[config.mk]
export PLATFORM = sky130hd
export DESIGN_NAME = tile_cfg_bank_loader
export DESIGN_NICKNAME = d
export VERILOG_FILES = /design/src/rtl/tile_cfg_bank_loader.sv
export SDC_FILE = /design/constraint.sdc
export NUM_CORES = 1
export LEC_CHECK = 0
export BUFFER_PORTS_ARGS = -buffer_cell sky130_fd_sc_hd__buf_4
export CAP_MARGIN = 20
export CORE_MARGIN = 5
export CORE_UTILIZATION = 46
export CTS_BUF_LIST = sky130_fd_sc_hd__clkbuf_8
export DETAILED_ROUTE_END_ITERATION = 8
export HOLD_SLACK_MARGIN = 0.03
export PLACE_DENSITY = 0.79
export SETUP_SLACK_MARGIN = 0.05
export SLEW_MARGIN = 0
export SYNTH_ARGS = -nofsm -noshare
export SYNTH_HDL_FRONTEND = slang
export SYNTH_SLANG_ARGS = --single-unit
[constraint.sdc]
create_clock -name prog_clk -period 1.8 [get_ports prog_clk]
set_input_delay 0.54 -clock prog_clk [delete_from_list [all_inputs] [get_ports prog_clk]]
set_output_delay 0.54 -clock prog_clk [all_outputs]
set_load 0.01 [all_outputs]
[src/rtl/tile_cfg_bank_loader.sv]
// Memory-bank configuration sequencer for one tile: streams DATA_W-bit words into the
// tile's flattened bl/wl config array with programmable bit-line setup and word-line pulse.
module tile_cfg_bank_loader #(
    parameter int NUM_BITS  = 158,
    parameter int DATA_W    = 8,
    parameter int SETUP_CYC = 1,
    parameter int WL_PULSE  = 2,
    parameter int CNT_W     = 8
) (
    input  logic                prog_clk,
    input  logic                prog_reset_n,
    input  logic                cfg_start,
    input  logic                cfg_abort,
    input  logic                bs_valid,
    output logic                bs_ready,
    input  logic [DATA_W-1:0]   bs_data,
    input  logic                bs_last,
    output logic [NUM_BITS-1:0] bl,
    output logic [NUM_BITS-1:0] wl,
    output logic                cfg_busy,
    output logic                cfg_done,
    output logic                cfg_err,
    output logic [CNT_W-1:0]    word_cnt
);

    localparam int NUM_WORDS = (NUM_BITS + DATA_W - 1) / DATA_W;
    localparam int ADDR_W    = (NUM_WORDS > 1) ? $clog2(NUM_WORDS) : 1;
    localparam int PH_MAX    = (SETUP_CYC > WL_PULSE) ? SETUP_CYC : WL_PULSE;
    localparam int PH_W      = (PH_MAX > 1) ? $clog2(PH_MAX) : 1;

    localparam logic [ADDR_W-1:0] LAST_ADDR = ADDR_W'(NUM_WORDS - 1);
    localparam logic [PH_W-1:0]   SETUP_END = PH_W'(SETUP_CYC - 1);
    localparam logic [PH_W-1:0]   PULSE_END = PH_W'(WL_PULSE - 1);

    typedef enum logic [2:0] {
        S_IDLE,
        S_FETCH,
        S_SETUP,
        S_PULSE,
        S_HOLD
    } state_t;

    state_t               r_state;
    logic [ADDR_W-1:0]    r_addr;
    logic [PH_W-1:0]      r_ph;
    logic                 r_last;
    logic [NUM_BITS-1:0]  r_bl;
    logic [NUM_BITS-1:0]  r_wl;
    logic                 r_done;
    logic                 r_err;
    logic [CNT_W-1:0]     r_cnt;

    state_t               w_state_nxt;
    logic [ADDR_W-1:0]    w_addr_nxt;
    logic [PH_W-1:0]      w_ph_nxt;
    logic                 w_last_nxt;
    logic [NUM_BITS-1:0]  w_bl_nxt;
    logic [NUM_BITS-1:0]  w_wl_nxt;
    logic                 w_done_nxt;
    logic                 w_err_nxt;
    logic [CNT_W-1:0]     w_cnt_nxt;

    logic [NUM_BITS-1:0]  w_slice_data;
    logic [NUM_BITS-1:0]  w_slice_mask;

    // Shifting a NUM_BITS-wide copy drops the tail of the final partial slice for free.
    assign w_slice_data = NUM_BITS'(bs_data) << (int'(r_addr) * DATA_W);
    assign w_slice_mask = NUM_BITS'({DATA_W{1'b1}}) << (int'(r_addr) * DATA_W);

    // NOTE: every signal gets its hold value before the case so no path leaves it
    // unassigned; a missing default here would infer a latch.
    always_comb begin
        w_state_nxt = r_state;
        w_addr_nxt  = r_addr;
        w_ph_nxt    = r_ph;
        w_last_nxt  = r_last;
        w_bl_nxt    = r_bl;
        w_wl_nxt    = r_wl;
        w_done_nxt  = r_done;
        w_err_nxt   = r_err;
        w_cnt_nxt   = r_cnt;

        if (r_state != S_IDLE && cfg_abort) begin
            w_state_nxt = S_IDLE;
            w_bl_nxt    = '0;
            w_wl_nxt    = '0;
            w_done_nxt  = 1'b0;
            w_err_nxt   = 1'b1;
        end else begin
            case (r_state)
                S_IDLE: begin
                    w_bl_nxt = '0;
                    w_wl_nxt = '0;
                    if (cfg_start && !cfg_abort) begin
                        w_state_nxt = S_FETCH;
                        w_addr_nxt  = '0;
                        w_done_nxt  = 1'b0;
                        w_err_nxt   = 1'b0;
                        w_cnt_nxt   = '0;
                    end
                end
                S_FETCH: begin
                    if (bs_valid) begin
                        w_state_nxt = S_SETUP;
                        w_bl_nxt    = w_slice_data;
                        w_last_nxt  = bs_last;
                        w_ph_nxt    = '0;
                    end
                end
                S_SETUP: begin
                    if (r_ph == SETUP_END) begin
                        w_state_nxt = S_PULSE;
                        w_wl_nxt    = w_slice_mask;
                        w_ph_nxt    = '0;
                    end else begin
                        w_ph_nxt = r_ph + 1'b1;
                    end
                end
                S_PULSE: begin
                    if (r_ph == PULSE_END) begin
                        w_state_nxt = S_HOLD;
                        w_wl_nxt    = '0;
                    end else begin
                        w_ph_nxt = r_ph + 1'b1;
                    end
                end
                S_HOLD: begin
                    // bl is released only here, one cycle after wl has already fallen.
                    w_bl_nxt  = '0;
                    w_cnt_nxt = r_cnt + 1'b1;
                    if (r_addr == LAST_ADDR || r_last) begin
                        w_state_nxt = S_IDLE;
                        if (r_addr == LAST_ADDR && r_last) begin
                            w_done_nxt = 1'b1;
                        end else begin
                            w_err_nxt = 1'b1;
                        end
                    end else begin
                        w_state_nxt = S_FETCH;
                        w_addr_nxt  = r_addr + 1'b1;
                    end
                end
                default: begin
                    w_state_nxt = S_IDLE;
                    w_bl_nxt    = '0;
                    w_wl_nxt    = '0;
                end
            endcase
        end
    end

    // NOTE: state registers use non-blocking assignments so every flop samples the
    // pre-edge values, independent of statement order.
    always_ff @(posedge prog_clk or negedge prog_reset_n) begin
        if (!prog_reset_n) begin
            r_state <= S_IDLE;
            r_addr  <= '0;
            r_ph    <= '0;
            r_last  <= 1'b0;
            r_bl    <= '0;
            r_wl    <= '0;
            r_done  <= 1'b0;
            r_err   <= 1'b0;
            r_cnt   <= '0;
        end else begin
            r_state <= w_state_nxt;
            r_addr  <= w_addr_nxt;
            r_ph    <= w_ph_nxt;
            r_last  <= w_last_nxt;
            r_bl    <= w_bl_nxt;
            r_wl    <= w_wl_nxt;
            r_done  <= w_done_nxt;
            r_err   <= w_err_nxt;
            r_cnt   <= w_cnt_nxt;
        end
    end

    assign bs_ready = (r_state == S_FETCH);
    assign cfg_busy = (r_state != S_IDLE);
    assign bl       = r_bl;
    assign wl       = r_wl;
    assign cfg_done = r_done;
    assign cfg_err  = r_err;
    assign word_cnt = r_cnt;

endmodule
==> summary.txt, run 1 <==
IO buf count: 341
Max Cap Violations: 0
Detail Placement HPWL: 19700 um
Flop2flop setup slack: -0.13 ns
Vias per std cell: 5.40
CP required: 1.26 ns
Critical path class: flip-flop to output port
Sequential area share after synthesis: 57.0%
Failing checks: setup timing
Fin crit share: 111%
Outcome: finished with violations
Launching element type of the critical path: flip-flop
TritonCTS clock tree: built
Max_slew headroom: 65.5%
Initial antenna violation count: 0
Mapped Cells: 843
Clk_lat worst skew: 0.46 ns
Hold Path Class: input pin to flip-flop
Core area: 0.0186 mm2
Die Y-Extent: 147 um
Power Density: 833 mW/mm2
Top_reg_cell synth: dfrtp_1
WL final: 29200 um
FFs w/ async S/R, synth: 100%
Gr usage total: 23.7%
Worst IR Drop VDD: 0.512 mV
Die Width: 147 um
Synth top area cells: dfrtp_1 57%, buf_4 12%, o21ai_0 7.5%
Worst Skew: 0.0161 ns
Hold endpoint: r_last
Cell variety after synth: 46
Reg-to-Reg End: word_cnt[7]
Syn Area/Cell: 10.3 um2
Placed Area: 0.0110 mm2
Lkg Pwr: 6.35 nW
Synth warn: 0
Max Buffers Root-to-Sink: 2
Max H-tree Level: 4
Max FO, Critical Path: 4
Hold Crit Start: bs_last
Least-Margin Pin Slew: 0.518 ns
Hold depth: 2
Placed Cells: 1307
Final worst slack: -0.205 ns
Root Driver: clkbuf_8
Total number of vias: 7437
Non-Filler Instances: 1377
Tmin final: 2.01 ns
Setup TNS: -1.04 ns
Post-synthesis register bit count: 198
RSZ-0062 raised after global routing: yes
Hold Slack: 0.308 ns
Crit path launch: r_state[2]
I/O pins: 342
1st-iter DRT viols: 658
Fin area: 0.0124 mm2
Full die area: 0.0217 mm2
Clock Pin Slew Worst Setup and Hold Paths: 0.11 ns
Gr ovfl total: 0
Layout area overhead: 42.2%
Rows: 50
Max-slew violations: 0
CP endpoint kind: output port
Worst EP arrival: 1.47 ns
Endpoints failing setup: 26
# fillers: 1399
Synth Cell Area: 0.00869 mm2
Post-route DRC: 0
Worst reg2reg path depth: 7
Layout cells sized above 1: 47.5%
Post-synth EDFFs: 0
Initial DRT Pass Iterations: 5
Slowest-stage cell, CP: dfrtp_2
Yosys top cell by area: dfrtp_1
Crit-path cells: or3_4, buf_6
Pin count of the biggest net entering global routing: 56
Initial Util: 46.6%
Hold Violations, Final: 0
First-pass GRT wire length: 40700 um
Antenna viol nets, final: 0
Ant. Diodes: 0
Reg-to-Reg Start: r_state[0]
Final-stage net count: 1151
Syn_nets: 864
CTS Buf Count: 17
Critical Path Max Stage Delay: 0.46 ns
Final GP Congestion: 0.870
Clk sinks: 198
Top-area cell type share of the netlist area: 57.0%
FMAX: 0.499 GHz
Vias in the first global route: 6819
Wire per inst: 21.2 um
## cells in the final DEF (no fill, tap or decap), types with 4 or more instances in the layout
cell type	count
xnor2_1	4
nand2b_1	4
clkbuf_8	18
o21ai_2	4
inv_1	6
buf_6	23
a32o_1	8
clkinv_8	4
clkbuf_16	13
buf_12	15
nor2b_1	6
nor2_1	26
dfrtp_1	174
nand3_1	9
nand2_1	153
o21ai_0	106
buf_4	388
a22o_1	47
inv_6	4
o21ai_1	21
ha_1	7
dfrtp_2	24
## how the worst max path moves through the flow
stage               slack, ns  endpoint  cells after the start
finish                  -0.21  cfg_busy                      2
detailed placement       0.01   wl[111]                      5
global placement         0.05   wl[111]                      5
global route            -0.25  cfg_busy                      2
floorplan                0.04   wl[111]                      5
CTS                     -0.22  cfg_busy                      2
## cells in the mapped netlist (2+ instances only)
cell	count
dfrtp_1	198
nand2_1	155
buf_4	138
o21ai_0	131
a22o_1	47
nor2_1	31
clkbuf_1	23
buf_2	14
nand3_1	11
a32o_1	8
nor2b_1	8
ha_1	7
inv_1	6
and2_1	5
nand2b_1	5
nor3_1	5
a21oi_1	4
mux2_2	4
xnor2_1	4
mux2i_1	3
nor4_1	3
or3_1	3
a21o_1	2
and4_1	2
buf_1	2
o21bai_1	2
o31ai_1	2
or3b_2	2
## area by class of cell
| cell class | instances | area, um2 | share of cell area (%) |
|---|---|---|---|
| Inverter | 7 | 26.3 | 0.213 |
| Clock inverter | 15 | 183 | 1.48 |
| Tap cell | 234 | 293 | 2.37 |
| Sequential cell | 198 | 4980 | 40.4 |
| Timing Repair Buffer | 446 | 3920 | 31.7 |
| Clock buffer | 17 | 234 | 1.89 |
| Multi-Input combinational cell | 460 | 2710 | 21.9 |
## metal layers
layer	vias up	wire length [um]	part of all wire (%)	GRT usage [%]
met5	-	0	0	0
met4	0	805	2.8	7.50
met3	65	2110	7.2	5.15
met2	374	14200	49	37.9
met1	3701	12000	41	32.7
li1	3297	-	-	-
## flip-flops by register name (all words and copies together), names as in the netlist
register / count
cfg_err: 1
cfg_done: 1
r_addr: 5
r_ph: 1
r_last: 1
word_cnt: 8
bl: 158
wl: 20
r_state: 3
## metrics by stage
step | total power [mW] | utilization (%) | setup slack, ns
detailed placement | 6.28 | 59.2 | 0.0147
global placement | 6.26 | 59.2 | 0.0533
global route | 10.6 | 66.3 | -0.253
CTS | 9.34 | 62.2 | -0.217
floorplan | 5.54 | - | 0.0431
finish | 10.3 | 66.3 | -0.205
## cells by family (layout without fill, tap and decap cells)
group / Yosys count / after routing / synth area share [%]
AOI/OAI and AO/OA: 203 / 203 / 14.6
adders and majority gates: 7 / 7 / 1.01
muxes: 7 / 7 / 0.864
and+or+nand+nor: 239 / 239 / 11.9
xor gates and xnor gates: 4 / 4 / 0.403
DFF: 198 / 198 / 57.0
buffers and inverters: 185 / 485 / 14.2
## critical path: cells and delay by family (launching register included)
family | cells | cell delay [ns]
DFF | 1 | 0.46
and+or+nand+nor | 1 | 0.41
buffers and inverters | 1 | 0.13
## power by group
group | switching, mW | internal (mW) | leakage, nW
sequential | 0.130 | 4.55 | 2.72
clock | 1.77 | 1.18 | 0.212
combinational | 1.30 | 1.37 | 3.42
## repair_timing
item / 4_1_cts / 5_1_grt
gates resized for setup: 28 / 108
setup buffers: 8 / 13
hold buffers: 1 / 0
endpoints found under the hold margin: 8 / 0
cloned: 0 / 18
pin swaps: 4 / 25
endpoints found under the setup margin: 88 / 249
Note: power is estimated with default switching activity, not from simulation.
==> run 2: changes to the inputs <==
- CORE_UTILIZATION: 46 -> 51
- PLACE_DENSITY: 0.79 -> 0.83
- clock period: 1.8 -> 2.1 ns (I/O delays scaled with it)
==> run 2 against run 1 <==
Effect of this change:
- die area decreased by 9.1%
- clock power decreased by 17%
- the run still ends with setup timing left
- total power decreased by 24%
- final cell count decreased by 4.8%
- critical path depth increased by 1
- register-to-register slack improved by 0.37 ns
- sequential share of layout area increased by 3.6 points
==> summary.txt, run 2 (synthesized netlist as in run 1, its figures left out) <==
Outcome: finished with violations
Failing checks: setup timing
Most frequent cells in the layout: 383 x buf_4, 195 x dfrtp_1, 155 x nand2_1, 131 x o21ai_0, 47 x a22o_1
RSZ-0062 raised after global routing: yes
Max FO, Critical Path: 3
Comb pwr share: 17.7%
Max Buffers Root-to-Sink: 2
Total number of vias: 7029
Lkg Pwr: 5.92 nW
Power Density: 695 mW/mm2
Reg-to-Reg End: wl[79]
GR Util met1: 35.4%
Post-route DRC: 0
Pwr Total: 7.83 mW
Initial antenna violation count: 0
Max H-tree Level: 4
1st-iter DRT viols: 484
Crit-path cells: buf_6, or3_4, buf_6
Clk_lat worst skew: 0.47 ns
GRT met3 Usage: 5.04%
Worst EP arrival: 1.53 ns
Placed Cells: 1274
Worst reg2reg path depth: 6
Max_slew headroom: 64.6%
Vias per std cell: 5.36
First-pass GRT wire length: 40000 um
CP endpoint kind: output port
Least-Margin Pin Slew: 0.530 ns
Most Crowded Layer GR: met2
Core area: 0.0166 mm2
Ant. Diodes: 0
Post-CTS Hold Buffers: 0
WL final: 26200 um
Layout area overhead: 29.8%
Die Width: 141 um
Full die area: 0.0197 mm2
Launching element type of the critical path: flip-flop
Hold Path Class: input pin to async pin
Max Cap Violations: 0
Initial Util: 52.2%
Placed Area: 0.0108 mm2
Root Driver: clkbuf_8
Clock Power Share: 31.3%
Layout cells sized above 1: 40.3%
Initial DRT Pass Iterations: 7
Fin crit share: 103%
Hold Violations, Final: 0
Flop2flop setup slack: 0.24 ns
Worst Skew: 0.0138 ns
Final GP Congestion: 0.843
Crit path buf inv count: 2
Slowest-stage cell, CP: dfrtp_2
Hold Slack: 0.113 ns
Reg-to-Reg Start: r_state[1]
CTS Buf Count: 17
Antenna viol nets, final: 0
Final worst slack: -0.0628 ns
Die Y-Extent: 141 um
Flop pwr share: 51.0%
CP required: 1.47 ns
Int Pwr: 5.40 mW
TritonCTS clock tree: built
Max FFs per register: 158
Net Sw Frac: 31.0%
Most Frequent Cell on Critical Path: buf_6
Clock Pin Slew Worst Setup and Hold Paths: 0.10 ns
I/O pins: 342
Final-stage net count: 1099
Non-Filler Instances: 1311
Tmin final: 2.16 ns
Wire per inst: 20.0 um
Crit path depth: 3
Commonest non-fill, non-tap cell in the layout: buf_4
Endpoints failing setup: 1
Max-slew violations: 0
Clk sinks: 198
FMAX: 0.462 GHz
Critical path class: flip-flop to output port
Gr ovfl total: 0
Global Route met2 Usage: 41.4%
Detail Placement HPWL: 19100 um
Worst IR Drop VDD: 0.571 mV
Fin area: 0.0113 mm2
Post-place setup slack: -0.0224 ns
Pin count of the biggest net entering global routing: 51
Psw: 2.43 mW
Gr usage total: 25.9%
Rows: 47
CP top delay family: flip-flops
Critical Path Max Stage Delay: 0.44 ns
IO buf count: 341
Vias in the first global route: 6838
run 2: repair_timing:
action | 4_1_cts | 5_1_grt
setup buffers | 5 | 0
setup endpoints to repair | 2 | 3
pin swaps | 1 | 1
resized for setup | 6 | 3
endpoints found under the hold margin | 0 | 0
run 2: worst max-delay path by stage:
stage,startpoint,end
finish,r_state[1],cfg_busy
global route,r_state[1],cfg_busy
CTS,r_state[1],cfg_busy
detailed placement,cfg_abort,bl[33]
global placement,cfg_abort,bl[30]
floorplan,cfg_abort,wl[111]
run 2: area by class of cell:
cell class                 instances  area [um2]
fill                            1262        5370
sequential                       198        4960
timing repair buffer             394        3070
multi-input combinational        460        2530
tap                              220         275
clock buffer                      18         248
clock inverter                    14         165
inverter                           7        26.3
run 2: layer usage:
metal  wire length, um  vias up
li1                  -     3184
met1             10500     3445
met2             12900      350
met3              2040       50
met4               761        0
met5                 0        -
run 2: power groups by stage:
stage / clock, mW / combinational [mW] / sequential [mW]
after global routing: 2.64 / 1.50 / 4.01
after global placement: 0 / 1.25 / 4.07
after detailed placement: 0 / 1.28 / 4.07
after CTS: 2.51 / 1.38 / 3.99
after floorplan: 0 / 0.673 / 4.06
final: 2.45 / 1.38 / 4.00
run 2: worst reg2reg max path, cell delays in order (launching register included):
cell     delay [ns]
dfrtp_2        0.44
buf_6          0.12
buf_4          0.14
or3b_2         0.51
a21oi_1        0.16
buf_4          0.24
a22o_1         0.19
run 2: metrics by stage:
stage | TNS (ns) | utilization [%]
2_1_floorplan | 0 | -
3_3_place_gp | 0 | 64.9
3_5_place_dp | -0.0331 | 64.9
4_1_cts | -0.108 | 67.7
5_1_grt | -0.139 | 67.7
6_report | -0.0628 | 67.7
==> run 3: changes to the inputs <==
- clock period: 2.1 -> 2.19 ns (I/O delays scaled with it)
==> run 3 against run 2 <==
Effect of this change:
- the flow now finishes without violations
- flip-flop and latch count is the same
- cell area shrank 0.98%
- non-clock buffer count shrank 10
- first-iteration DRC count grew 0.62%
- core utilization shrank 0.66 points
- clock power shrank 8.6%
- largest power group unchanged
==> summary.txt, run 3 (synthesized netlist as in run 1, its figures left out) <==
Vias in the first global route: 6773
Crit-path cells: buf_6, or3_4, buf_6
Initial DRT Pass Iterations: 5
Die Width: 141 um
Ant. Diodes: 0
Flop pwr share: 51.9%
Clk sinks: 198
Rows: 47
Slowest-stage cell, CP: dfrtp_1
Root Driver: clkbuf_8
Wire per inst: 19.9 um
Pin count of the biggest net entering global routing: 47
Power Density: 661 mW/mm2
Initial Util: 52.2%
Max Cap Violations: 0
Worst IR Drop VDD: 0.533 mV
Antenna viol nets, final: 0
Clk_lat worst skew: 0.47 ns
Final worst slack: 0.00422 ns
I/O pins: 342
Final GP Congestion: 0.844
Critical path class: flip-flop to output port
1st-iter DRT viols: 487
Gr usage total: 25.6%
FMAX: 0.458 GHz
Most frequent cells in the layout: 373 x buf_4, 197 x dfrtp_1, 154 x nand2_1, 131 x o21ai_0, 47 x a22o_1
Commonest non-fill, non-tap cell in the layout: buf_4
Max_slew headroom: 62.9%
Die Y-Extent: 141 um
Final-stage net count: 1089
Area of the multi-input gates: 0.00253 mm2
WL final: 25900 um
Total number of vias: 7019
Vias per std cell: 5.40
Least-Margin Pin Slew: 0.556 ns
Layout cells sized above 1: 39.5%
Launching element type of the critical path: flip-flop
Max H-tree Level: 4
Hold Path Class: input pin to async pin
Comb pwr share: 17.7%
Endpoints failing setup: 0
Setup TNS: 0 ns
CTS Buf Count: 17
First-pass GRT wire length: 39400 um
TritonCTS clock tree: built
Gr ovfl total: 0
Max FFs per register: 158
Clock Pin Slew Worst Setup and Hold Paths: 0.11 ns
Fin crit share: 99.8%
Max-slew violations: 0
CP required: 1.53 ns
Psw: 2.28 mW
Outcome: complete, no violations
Placed Area: 0.0107 mm2
Worst EP arrival: 1.53 ns
Post-route DRC: 0
RSZ-0062 raised after global routing: yes
Max Buffers Root-to-Sink: 2
Net Sw Frac: 30.9%
Fin util: 67.1%
Layout area overhead: 28.5%
CP endpoint kind: output port
Max FO, Critical Path: 4
Fin area: 0.0112 mm2
IO buf count: 341
Tmin final: 2.19 ns
Core area: 0.0166 mm2
Clock Power Share: 30.4%
Register area: 0.00496 mm2
Detail Placement HPWL: 18800 um
Initial antenna violation count: 0
Critical Path Max Stage Delay: 0.41 ns
# fillers: 1261
Hold Violations, Final: 0
Most Frequent Cell on Critical Path: buf_6
Lkg Pwr: 5.86 nW
Post-place setup slack: 0.129 ns
Full die area: 0.0197 mm2
Int Pwr: 5.10 mW
Worst Skew: 0.0147 ns
run 3: per-layer routing:
layer	global-route usage [%]	vias to the layer above	share of wire, %	routed length, um
li1	-	3164	-	-
met1	34.8	3499	42	10800
met2	39.7	308	48	12400
met3	6.03	48	7.1	1850
met4	10.4	0	3.4	884
met5	0	-	0	0
run 3: timing repair:
action / 4_1_cts / 5_1_grt
hold buffers: 0 / 0
endpoints found under the setup margin: 2 / 3
buffers inserted: 6 / 0
pin swaps: 1 / 1
resized for setup: 5 / 2
run 3: power groups by stage:
stage	Clock [mW]	Sequential (mW)	Combinational, mW
final	2.24	3.83	1.31
after detailed placement	0	3.91	1.17
after CTS	2.29	3.83	1.28
after global routing	2.44	3.85	1.42
after global placement	0	3.91	1.15
after floorplan	0	3.90	0.646
run 3: final timing paths:
path	startpoint	endpoint	slack, ns	cells past startpoint
max	r_state[1]	cfg_busy	0.004	3
min	prog_reset_n	wl[31]	0.10	1
max reg2reg	r_state[2]	bl[87]	0.20	7
min reg2reg	bl[67]	bl[67]	0.49	2
max in group asynchronous	prog_reset_n	bl[107]	1.51	2
min in group prog_clk	bs_last	r_last	0.42	2
run 3: metrics by stage:
step           hold slack, ns  total power, mW  cells
2_1_floorplan           0.361             4.54    843
3_3_place_gp            0.464             5.06   1263
3_5_place_dp            0.472             5.08   1263
4_1_cts                0.0863             7.40   1301
5_1_grt                0.0944             7.70   1301
6_report                0.102             7.38   1301
run 3: worst max-delay path, delay by kind of cell, from the launching register on:
| kind | cells | cell delay [ns] |
|---|---|---|
| buffers and inverters | 2 | 0.27 |
| flip-flops | 1 | 0.41 |
| AND/OR/NAND/NOR | 1 | 0.38 |
run 3: cell type report:
cell class / count / area share, %
Clock buffer: 17 / 2.10
Clock inverter: 15 / 1.31
Timing Repair Buffer: 384 / 26.8
Multi-Input combinational cell: 460 / 22.6
Inverter: 7 / 0.235
Sequential cell: 198 / 44.4
Tap cell: 220 / 2.47
